**src/rtl/keycode_frame_decoder.sv**
```systemverilog
// Turns the raw two-slot HID keycode into frame-aligned direction, hold-count
// and auto-repeating action strobes. Frame boundaries come from VGA vertical sync.
`timescale 1ns/1ps
module keycode_frame_decoder #(
   parameter logic [7:0]  KEY_UP        = 8'h1A,
   parameter logic [7:0]  KEY_LEFT      = 8'h04,
   parameter logic [7:0]  KEY_DOWN      = 8'h16,
   parameter logic [7:0]  KEY_RIGHT     = 8'h07,
   parameter logic [7:0]  KEY_ACTION    = 8'h2C,
   parameter int unsigned REPEAT_FRAMES = 15
) (
   input  logic        Clk,
   input  logic        Reset,
   input  logic        vs,
   input  logic [15:0] keycode,
   output logic        frame_tick,
   output logic [3:0]  dir,
   output logic        action_pulse,
   output logic [7:0]  hold_frames
);

   localparam logic [7:0] REP_LAST = 8'(REPEAT_FRAMES - 32'd1);

   typedef enum logic [1:0] {
      A_IDLE   = 2'd0,
      A_WAIT   = 2'd1,
      A_REPEAT = 2'd2
   } act_state_t;

   logic        vs_s1, vs_s2, vs_d;
   logic [15:0] kc_q;
   logic        up_p, down_p, left_p, right_p, act;
   logic [3:0]  dir_c;
   logic [7:0]  hold_c;
   act_state_t  state, state_next;
   logic [7:0]  cnt, cnt_next;
   logic        pulse_c;

   // vs synchronizer, edge register and registered falling-edge tick
   always_ff @(posedge Clk) begin
      if (Reset) begin
         vs_s1      <= 1'b1;
         vs_s2      <= 1'b1;
         vs_d       <= 1'b1;
         frame_tick <= 1'b0;
      end else begin
         vs_s1      <= vs;
         vs_s2      <= vs_s1;
         vs_d       <= vs_s2;
         frame_tick <= vs_d & ~vs_s2;
      end
   end

   // keycode capture; everything downstream decodes from this copy
   always_ff @(posedge Clk) begin
      if (Reset) kc_q <= 16'h0000;
      else       kc_q <= keycode;
   end

   // key decode from either slot, with opposite-direction cancellation
   always_comb begin
      up_p    = (kc_q[7:0] == KEY_UP)     || (kc_q[15:8] == KEY_UP);
      down_p  = (kc_q[7:0] == KEY_DOWN)   || (kc_q[15:8] == KEY_DOWN);
      left_p  = (kc_q[7:0] == KEY_LEFT)   || (kc_q[15:8] == KEY_LEFT);
      right_p = (kc_q[7:0] == KEY_RIGHT)  || (kc_q[15:8] == KEY_RIGHT);
      act     = (kc_q[7:0] == KEY_ACTION) || (kc_q[15:8] == KEY_ACTION);
      dir_c   = {up_p & ~down_p, down_p & ~up_p, left_p & ~right_p, right_p & ~left_p};
   end

   // next hold count: cleared when idle, saturating while unchanged, else restart
   always_comb begin
      hold_c = 8'd1;
      if (dir_c == 4'b0000)
         hold_c = 8'd0;
      else if (dir_c == dir)
         hold_c = (hold_frames == 8'hFF) ? 8'hFF : hold_frames + 8'd1;
   end

   // direction and hold count update once per frame
   always_ff @(posedge Clk) begin
      if (Reset) begin
         dir         <= 4'b0000;
         hold_frames <= 8'd0;
      end else if (frame_tick) begin
         dir         <= dir_c;
         hold_frames <= hold_c;
      end
   end

   // action FSM state register and registered strobe
   always_ff @(posedge Clk) begin
      if (Reset) begin
         state        <= A_IDLE;
         cnt          <= 8'd0;
         action_pulse <= 1'b0;
      end else begin
         state        <= state_next;
         cnt          <= cnt_next;
         action_pulse <= pulse_c;
      end
   end

   // action FSM next state: first press fires, then fires every REPEAT_FRAMES frames
   always_comb begin
      state_next = state;
      cnt_next   = cnt;
      pulse_c    = 1'b0;
      if (frame_tick) begin
         case (state)
            A_IDLE: begin
               if (act) begin
                  pulse_c    = 1'b1;
                  cnt_next   = 8'd0;
                  state_next = A_WAIT;
               end
            end
            A_WAIT, A_REPEAT: begin
               if (!act) begin
                  state_next = A_IDLE;
                  cnt_next   = 8'd0;
               end else if (cnt == REP_LAST) begin
                  pulse_c    = 1'b1;
                  cnt_next   = 8'd0;
                  state_next = A_REPEAT;
               end else begin
                  cnt_next = cnt + 8'd1;
               end
            end
            default: begin
               state_next = A_IDLE;
               cnt_next   = 8'd0;
            end
         endcase
      end
   end

endmodule

```
**config.mk**
```make
export PLATFORM = sky130hd
export DESIGN_NAME = keycode_frame_decoder
export DESIGN_NICKNAME = d
export VERILOG_FILES = /design/src/rtl/keycode_frame_decoder.sv
export SDC_FILE = /design/constraint.sdc
export NUM_CORES = 1
export LEC_CHECK = 0
export ABC_AREA = 1
export BUFFER_PORTS_ARGS = -buffer_cell sky130_fd_sc_hd__buf_2
export CORE_MARGIN = 5
export CORE_UTILIZATION = 46
export CTS_CLUSTER_DIAMETER = 50
export DETAILED_ROUTE_END_ITERATION = 10
export PLACE_DENSITY = 0.76
export SETUP_SLACK_MARGIN = 0.5
export SLEW_MARGIN = 20
export SYNTH_ARGS = -nofsm -noshare
export SYNTH_HDL_FRONTEND = slang
export SYNTH_SLANG_ARGS = --single-unit
```
**constraint.sdc**
```tcl
create_clock -name Clk -period 2.64 [get_ports Clk]
set_input_delay 0.792 -clock Clk [delete_from_list [all_inputs] [get_ports Clk]]
set_output_delay 0.792 -clock Clk [all_outputs]
set_load 0.1 [all_outputs]
```
==> results of run 1 <==
[per-stage QoR]
stage               std cells  util, %  hold WS, ps  area [um2]
global placement          461    51.78        396.2        2628
CTS                       471    54.29        414.0        2755
floorplan                 362        -        389.5        2396
detailed placement        461    51.78        400.9        2628
finish                    475    56.80        410.8        2883
global route              475    56.80        430.1        2883
[registers in the layout, indices dropped and copies added (netlist names)]
register	flops
action_pulse	1
vs_d	1
vs_s1	1
frame_tick	1
cnt	8
dir	4
kc_q	16
state	2
vs_s2	1
hold_frames	8
[kinds of logic after synthesis]
family,share of synthesized area (%)
buffers and inverters,13.52
DFF,35.93
xor gates and xnor gates,0.3656
adders and majority gates,4.700
and+or+nand+nor,36.61
AOI/OAI and AO/OA,8.878
[synthesized netlist by cell type]
cell type and count:
a31oi_1 1, nor2_2 7, or2_2 3, nand3_4 1
dfxtp_1 43, ha_1 9, a21boi_0 1, buf_2 2
nor2_1 52, nand2_4 1, a21oi_1 16, o21ai_0 10
inv_2 1, inv_8 1, o21ai_1 2, o21bai_1 1
nand2_2 9, clkinv_1 2, inv_1 72, o21a_1 1
nand2_8 1, clkbuf_8 1, a21oi_2 4, nor3b_4 1
nand3_1 23, buf_1 2, nor3_1 2, nor4_1 1
nand3b_4 1, xnor2_1 1, nand4_1 4, a32oi_1 1
nand2_1 85
[area by class of cell]
| class | instances | area (um2) |
|---|---|---|
| timing repair buffer | 40 | 230.2 |
| inverter | 76 | 292.8 |
| multi-input combinational | 238 | 1296 |
| fill | 488 | 2192 |
| clock inverter | 3 | 43.79 |
| clock buffer | 5 | 68.82 |
| tap | 70 | 87.58 |
| sequential | 43 | 863.3 |
[layout by cell type (no fill, tap or decap), types with 2 or more instances in the layout]
cell | netlist | final
ha_1 | 9 | 8
buf_4 | 0 | 6
nand3_1 | 23 | 20
nand4_1 | 4 | 4
a21oi_2 | 4 | 8
o21ai_0 | 10 | 10
buf_6 | 0 | 2
nand2_1 | 85 | 83
buf_2 | 2 | 31
nor2_2 | 7 | 8
clkinv_1 | 2 | 2
nand2_2 | 9 | 10
nand3_2 | 0 | 3
nor2_1 | 52 | 51
clkbuf_8 | 1 | 5
dfxtp_1 | 43 | 41
inv_2 | 1 | 5
dfxtp_2 | 0 | 2
or2_2 | 3 | 3
inv_1 | 72 | 68
nand2_4 | 1 | 2
a21oi_1 | 16 | 12
[worst max-delay path: cells and delay by family, from the launching register on]
kind	cells	cell delay, ps
AO/OA/AOI/OAI	2	260
flip-flops	1	340
adder cells (fa/ha/maj)	1	220
AND/OR/NAND/NOR	8	1010
buffers and inverters	3	260
[where the power goes]
group | switching [mW] | internal, mW | leakage (nW) | total (mW)
combinational | 0.0820 | 0.0427 | 0.983 | 0.125
sequential | 0.0126 | 0.666 | 0.352 | 0.679
clock | 0.237 | 0.282 | 0.0581 | 0.519
[per-layer routing]
layer | GRT usage (%) | share of wire (%) | up-vias
met2 | 27.46 | 49 | 49
met1 | 19.55 | 45 | 991
met3 | 3.254 | 5.2 | 5
met4 | 3.987 | 0.93 | 0
met5 | 0 | 0 | -
li1 | - | - | 1185
[worst min-delay path by stage]
stage	endpoint	from	cells past startpoint	slack (ps)
final	frame_tick	vs_d	2	410
after global routing	frame_tick	vs_d	2	430
after CTS	frame_tick	vs_d	2	410
after detailed placement	frame_tick	vs_d	2	400
after global placement	vs_s2	vs_s1	1	400
after floorplan	vs_s2	vs_s1	1	390
[what timing repair did]
item,4_1_cts,5_1_grt
setup endpoints to repair,7,9
resized for setup,0,29
buffers inserted,2,4
pin swaps,0,11
==> summary.md, run 1 <==
| Metric | Value |
|---|---|
| Status | `finished clean` |
| Via/cell ratio | `4.695` |
| Post-CTS Hold Fix Bufs | `0` |
| GRT Resource Usage Total | `15.69%` |
| Worst setup path startpoint | `kc_q[2]` |
| Sequential-to-total area share from yosys stat | `35.93%` |
| DR vias | `2230` |
| Reg-to-Reg End | `hold_frames[7]` |
| Max cap viols | `0` |
| Port Buffers | `32` |
| WP data required | `2870 ps` |
| First-pass GRT wire length | `8418 um` |
| CP Capture Point | `hold_frames[7]` |
| Share of cells above drive strength 1 | `24.94%` |
| Final Hold Vio Count | `0` |
| WL/cell | `10.43 um` |
| Area leader, netlist | `dfxtp_1` |
| Initial antenna violation count | `0` |
| RSZ-0062 raised after global routing | `yes` |
| Worst-path clk slew | `80 ps` |
| Max stage delay on crit path | `340 ps` |
| Final period util | `81.39%` |
| Drt pass-1 iters | `4` |
| Critical path class | `flop to flop` |
| Root Buffer | `clkbuf_8` |
| Final net count | `432` |
| Routability cong. | `0.8407` |
| Synth cell types | `33` |
| Ant diodes | `0` |
| Clock Latency Late Sink | `290 ps` |
| Final Power | `1.322 mW` |
| Clk_skew | `4.025 ps` |
| HP Class | `flop to flop` |
| Final setup violating endpoints | `0` |
| CTS tree | `built` |
| Total Wirelength | `4953 um` |
| IO Pins | `33` |
| Worst slew margin | `67.69%` |
| Final setup margin | `491.4 ps` |
| Critical-path cell list | `inv_1, nor2_1, nand2_1, nor3_4, a31oi_2, ha_1, inv_1, nand2_1, nand2_1, nand3_2, nor3b_4, buf_6, nand3_2, a21oi_2` |
| Synth Cell Area | `0.002396 mm2` |
| CTS buffer count | `5` |
| Largest net degree at the start of global routing | `31` |
| Pre-CTS setup slack | `467.7 ps` |
| Core area | `0.005075 mm2` |
| Iteration-0 DRC count of the detailed router | `71` |
| Yosys warns | `0` |
| Arr. time, crit path | `2380 ps` |
| H-tree depth | `2` |
| Area grow syn2layout | `20.31%` |
| FMAX | `0.4654 GHz` |
| Number of remaining DRC errors | `0` |
| Cells after Synth | `362` |
| Power Density | `458.5 mW/mm2` |
| Setup slack, reg-to-reg | `490 ps` |
| R2r worst-path depth | `14` |
| Row cnt | `26` |
| CP dominant cell by count | `nand2_1` |
| Vias in the first global route | `2005` |
| Overflow after GRT | `0` |
| Post-synth net total | `390` |
| Startpoint types | `flop` |
| CP Capture Type | `flop` |
| Critical R2R Launch | `kc_q[2]` |
| Fin crit period | `2149 ps` |
| Initial cell density of the core | `47.21%` |
| Slowest CP cell | `dfxtp_2` |
| Leakage | `1.394 nW` |
| Critical path peak fanout | `3` |
| Die ar. | `0.006752 mm2` |
| Worst Tran Pin Value | `488.0 ps` |
| Clock Path Buffers | `2` |
| Setup_tns | `0 ps` |
| Detail Placement HPWL | `3543 um` |
| Die width | `82.17 um` |
| Routed Antenna Nets | `0` |
| Synth top area share | `35.93%` |
| Mean Syn Cell Area | `6.619 um2` |
| Die height | `82.17 um` |
| Maximum vdd drop | `0.2757 mV` |
| Clk sinks | `43` |
| Synth top area cells | `dfxtp_1, nand2_1, inv_1` |
| #FFs+latches synth | `43` |
| Max Slew Vio Count | `0` |
(Power assumes the default switching activity.)
==> run 2: changes to the inputs <==
==> constraint.sdc (replaced) <==
create_clock -name Clk -period 2.1 [get_ports Clk]
set_input_delay 0.63 -clock Clk [delete_from_list [all_inputs] [get_ports Clk]]
set_output_delay 0.63 -clock Clk [all_outputs]
set_load 0.1 [all_outputs]
==> run 2 against run 1 <==
  * Critical path depth unchanged
  * Setup slack worse by 480 ps
  * First-iteration DRC count up 24%
  * Global-route usage up 0.48 points
  * Core utilization up 2.9 points
  * Critical path type unchanged
  * Largest power group unchanged
==> summary.md, run 2 (synthesis gave the netlist of run 1 again) <==
| Metric | Value |
|---|---|
| CP Capture Point | `hold_frames[1]` |
| Die width | `82.17 um` |
| Die height | `82.17 um` |
| Port Buffers | `32` |
| Arr. time, crit path | `2310 ps` |
| Top Layer Used | `met4` |
| Area grow syn2layout | `26.42%` |
| Via/cell ratio | `4.748` |
| Clk_skew | `4.714 ps` |
| FMAX | `0.4786 GHz` |
| WL met1 | `2267 um` |
| Row cnt | `26` |
| CTS tree | `built` |
| Pre-CTS setup slack | `-24.97 ps` |
| Initial antenna violation count | `0` |
| WL/cell | `10.96 um` |
| Root Buffer | `clkbuf_8` |
| Core area | `0.005075 mm2` |
| Iteration-0 DRC count of the detailed router | `88` |
| H-tree depth | `2` |
| Final Hold Vio Count | `0` |
| Power Density | `544.9 mW/mm2` |
| Final setup violating endpoints | `0` |
| Net Sw Frac | `24.34%` |
| Seq. cell area | `874.6 um2` |
| RSZ-0062 raised after global routing | `yes` |
| Final net count | `438` |
| Clk pwr share | `37.9%` |
| Worst setup path startpoint | `kc_q[2]` |
| Worst Tran Pin Value | `301.8 ps` |
| Most frequent cells in the layout | `nand2_1, inv_1, nor2_1` |
| Fin cells | `480` |
| First-pass GRT wire length | `8769 um` |
| Layout fillers | `482` |
| Setup_tns | `0 ps` |
| Largest Register | `kc_q` |
| Number of remaining DRC errors | `0` |
| DP Cell Count | `464` |
| HP Class | `flop to flop` |
| Commonest non-fill, non-tap cell in the layout | `nand2_1` |
| Finished layout cell area | `0.003029 mm2` |
| Critical path class | `flop to flop` |
| GRT Resource Usage Total | `16.17%` |
| Routability cong. | `0.8802` |
| Die ar. | `0.006752 mm2` |
| Fin crit period | `2090 ps` |
| R2r worst-path depth | `14` |
| Clock Latency Late Sink | `290 ps` |
| Met3 wire len | `208 um` |
| Detail Placement HPWL | `3748 um` |
| Combinational power share | `10.3%` |
| Ant diodes | `0` |
| Final period util | `99.50%` |
| Critical R2R Launch | `kc_q[2]` |
| Clock Path Buffers | `2` |
| Leakage | `1.430 nW` |
| Critical path peak fanout | `4` |
| Sw Pwr | `401.7 uW` |
| Internal | `1.249 mW` |
| Clk sinks | `43` |
| Vias in the first global route | `2137` |
| Startpoint types | `flop` |
| Number of flip-flops under the largest register name | `16` |
| Routed Antenna Nets | `0` |
| Worst-path clk slew | `80 ps` |
| Multi-input gate area | `0.001311 mm2` |
| Status | `finished clean` |
| Overflow after GRT | `0` |
| Max Slew Vio Count | `0` |
| Setup slack, reg-to-reg | `10 ps` |
| Flop pwr share | `51.8%` |
| Largest net degree at the start of global routing | `18` |
| CP Capture Type | `flop` |
| Total Wirelength | `5260 um` |
| Final setup margin | `10.47 ps` |
| DR vias | `2279` |
| Placement Cell Area | `0.002674 mm2` |
| Reg-to-Reg End | `hold_frames[1]` |
| IO Pins | `33` |
| CTS buffer count | `5` |
| Met2 Routed Length | `2731 um` |
| WP data required | `2320 ps` |
| Max cap viols | `0` |
| Maximum vdd drop | `0.3397 mV` |
| Largest regs | `kc_q x16, cnt x8, hold_frames x8` |
| Initial cell density of the core | `47.21%` |
| Share of cells above drive strength 1 | `28.54%` |
| Drt pass-1 iters | `4` |
| Worst slew margin | `79.76%` |
==> run 2: cell types whose count changed in the layout (fill, tap and decap cells not counted), sizes merged <==
cell	delta
clkinvlp	+1
buf	+7
clkbuf	-1
clkinv	-2
==> run 2: layout make-up <==
cell class	instances	share of cell area, %
Sequential cell	43	28.87
Timing Repair Buffer	46	11.77
Inverter	76	9.665
Clock buffer	5	2.272
Multi-Input combinational cell	238	43.29
Tap cell	70	2.891
Clock inverter	2	1.239
==> run 2: critical path, stage by stage (launching register included) <==
cell	delay [ps]
dfxtp_1	330
inv_1	60
nor2_2	90
nand2_1	90
nor3_4	230
a31oi_2	140
ha_2	200
inv_1	70
nand2_1	60
nand2_1	100
nand3_2	90
nor3b_4	230
buf_6	150
o21ai_1	60
a21oi_1	120
==> run 2: power groups by stage <==
stage / Combinational, mW / Sequential, mW / Clock, mW
2_1_floorplan: 0.0809 / 0.891 / 0
3_3_place_gp: 0.143 / 0.869 / 0
5_1_grt: 0.187 / 0.858 / 0.683
4_1_cts: 0.162 / 0.852 / 0.639
6_report: 0.170 / 0.854 / 0.626
3_5_place_dp: 0.146 / 0.870 / 0
==> run 2: how the worst min path moves through the flow <==
stage               cells past startpoint  startpoint         end  slack (ps)
detailed placement                      2        vs_d  frame_tick         390
global placement                        2        vs_d  frame_tick         390
CTS                                     2        vs_d  frame_tick         400
global route                            2        vs_d  frame_tick         420
floorplan                               2        vs_d  frame_tick         390
finish                                  2        vs_d  frame_tick         400
==> run 2: repair_timing <==
action / in CTS / in global routing
pin swaps: 10 / 8
hold buffers: 0 / 0
buffers inserted: 8 / 1
gates resized for setup: 31 / 26
setup endpoints to repair: 22 / 16
cloned: 0 / 0
==> run 2: layer usage <==
metal	vias to the layer above	global-route usage (%)
li1	1193	-
met1	1032	19.31
met2	48	29.56
met3	6	2.928
met4	0	4.319
met5	-	0
==> run 2: per-stage QoR <==
stage          total power, mW  hold slack [ps]  util (%)
2_1_floorplan           0.9719            385.0         -
3_3_place_gp             1.012            389.5     52.69
3_5_place_dp             1.016            392.2     52.69
4_1_cts                  1.654            402.4     58.06
5_1_grt                  1.729            422.2     59.69
6_report                 1.650            399.5     59.69
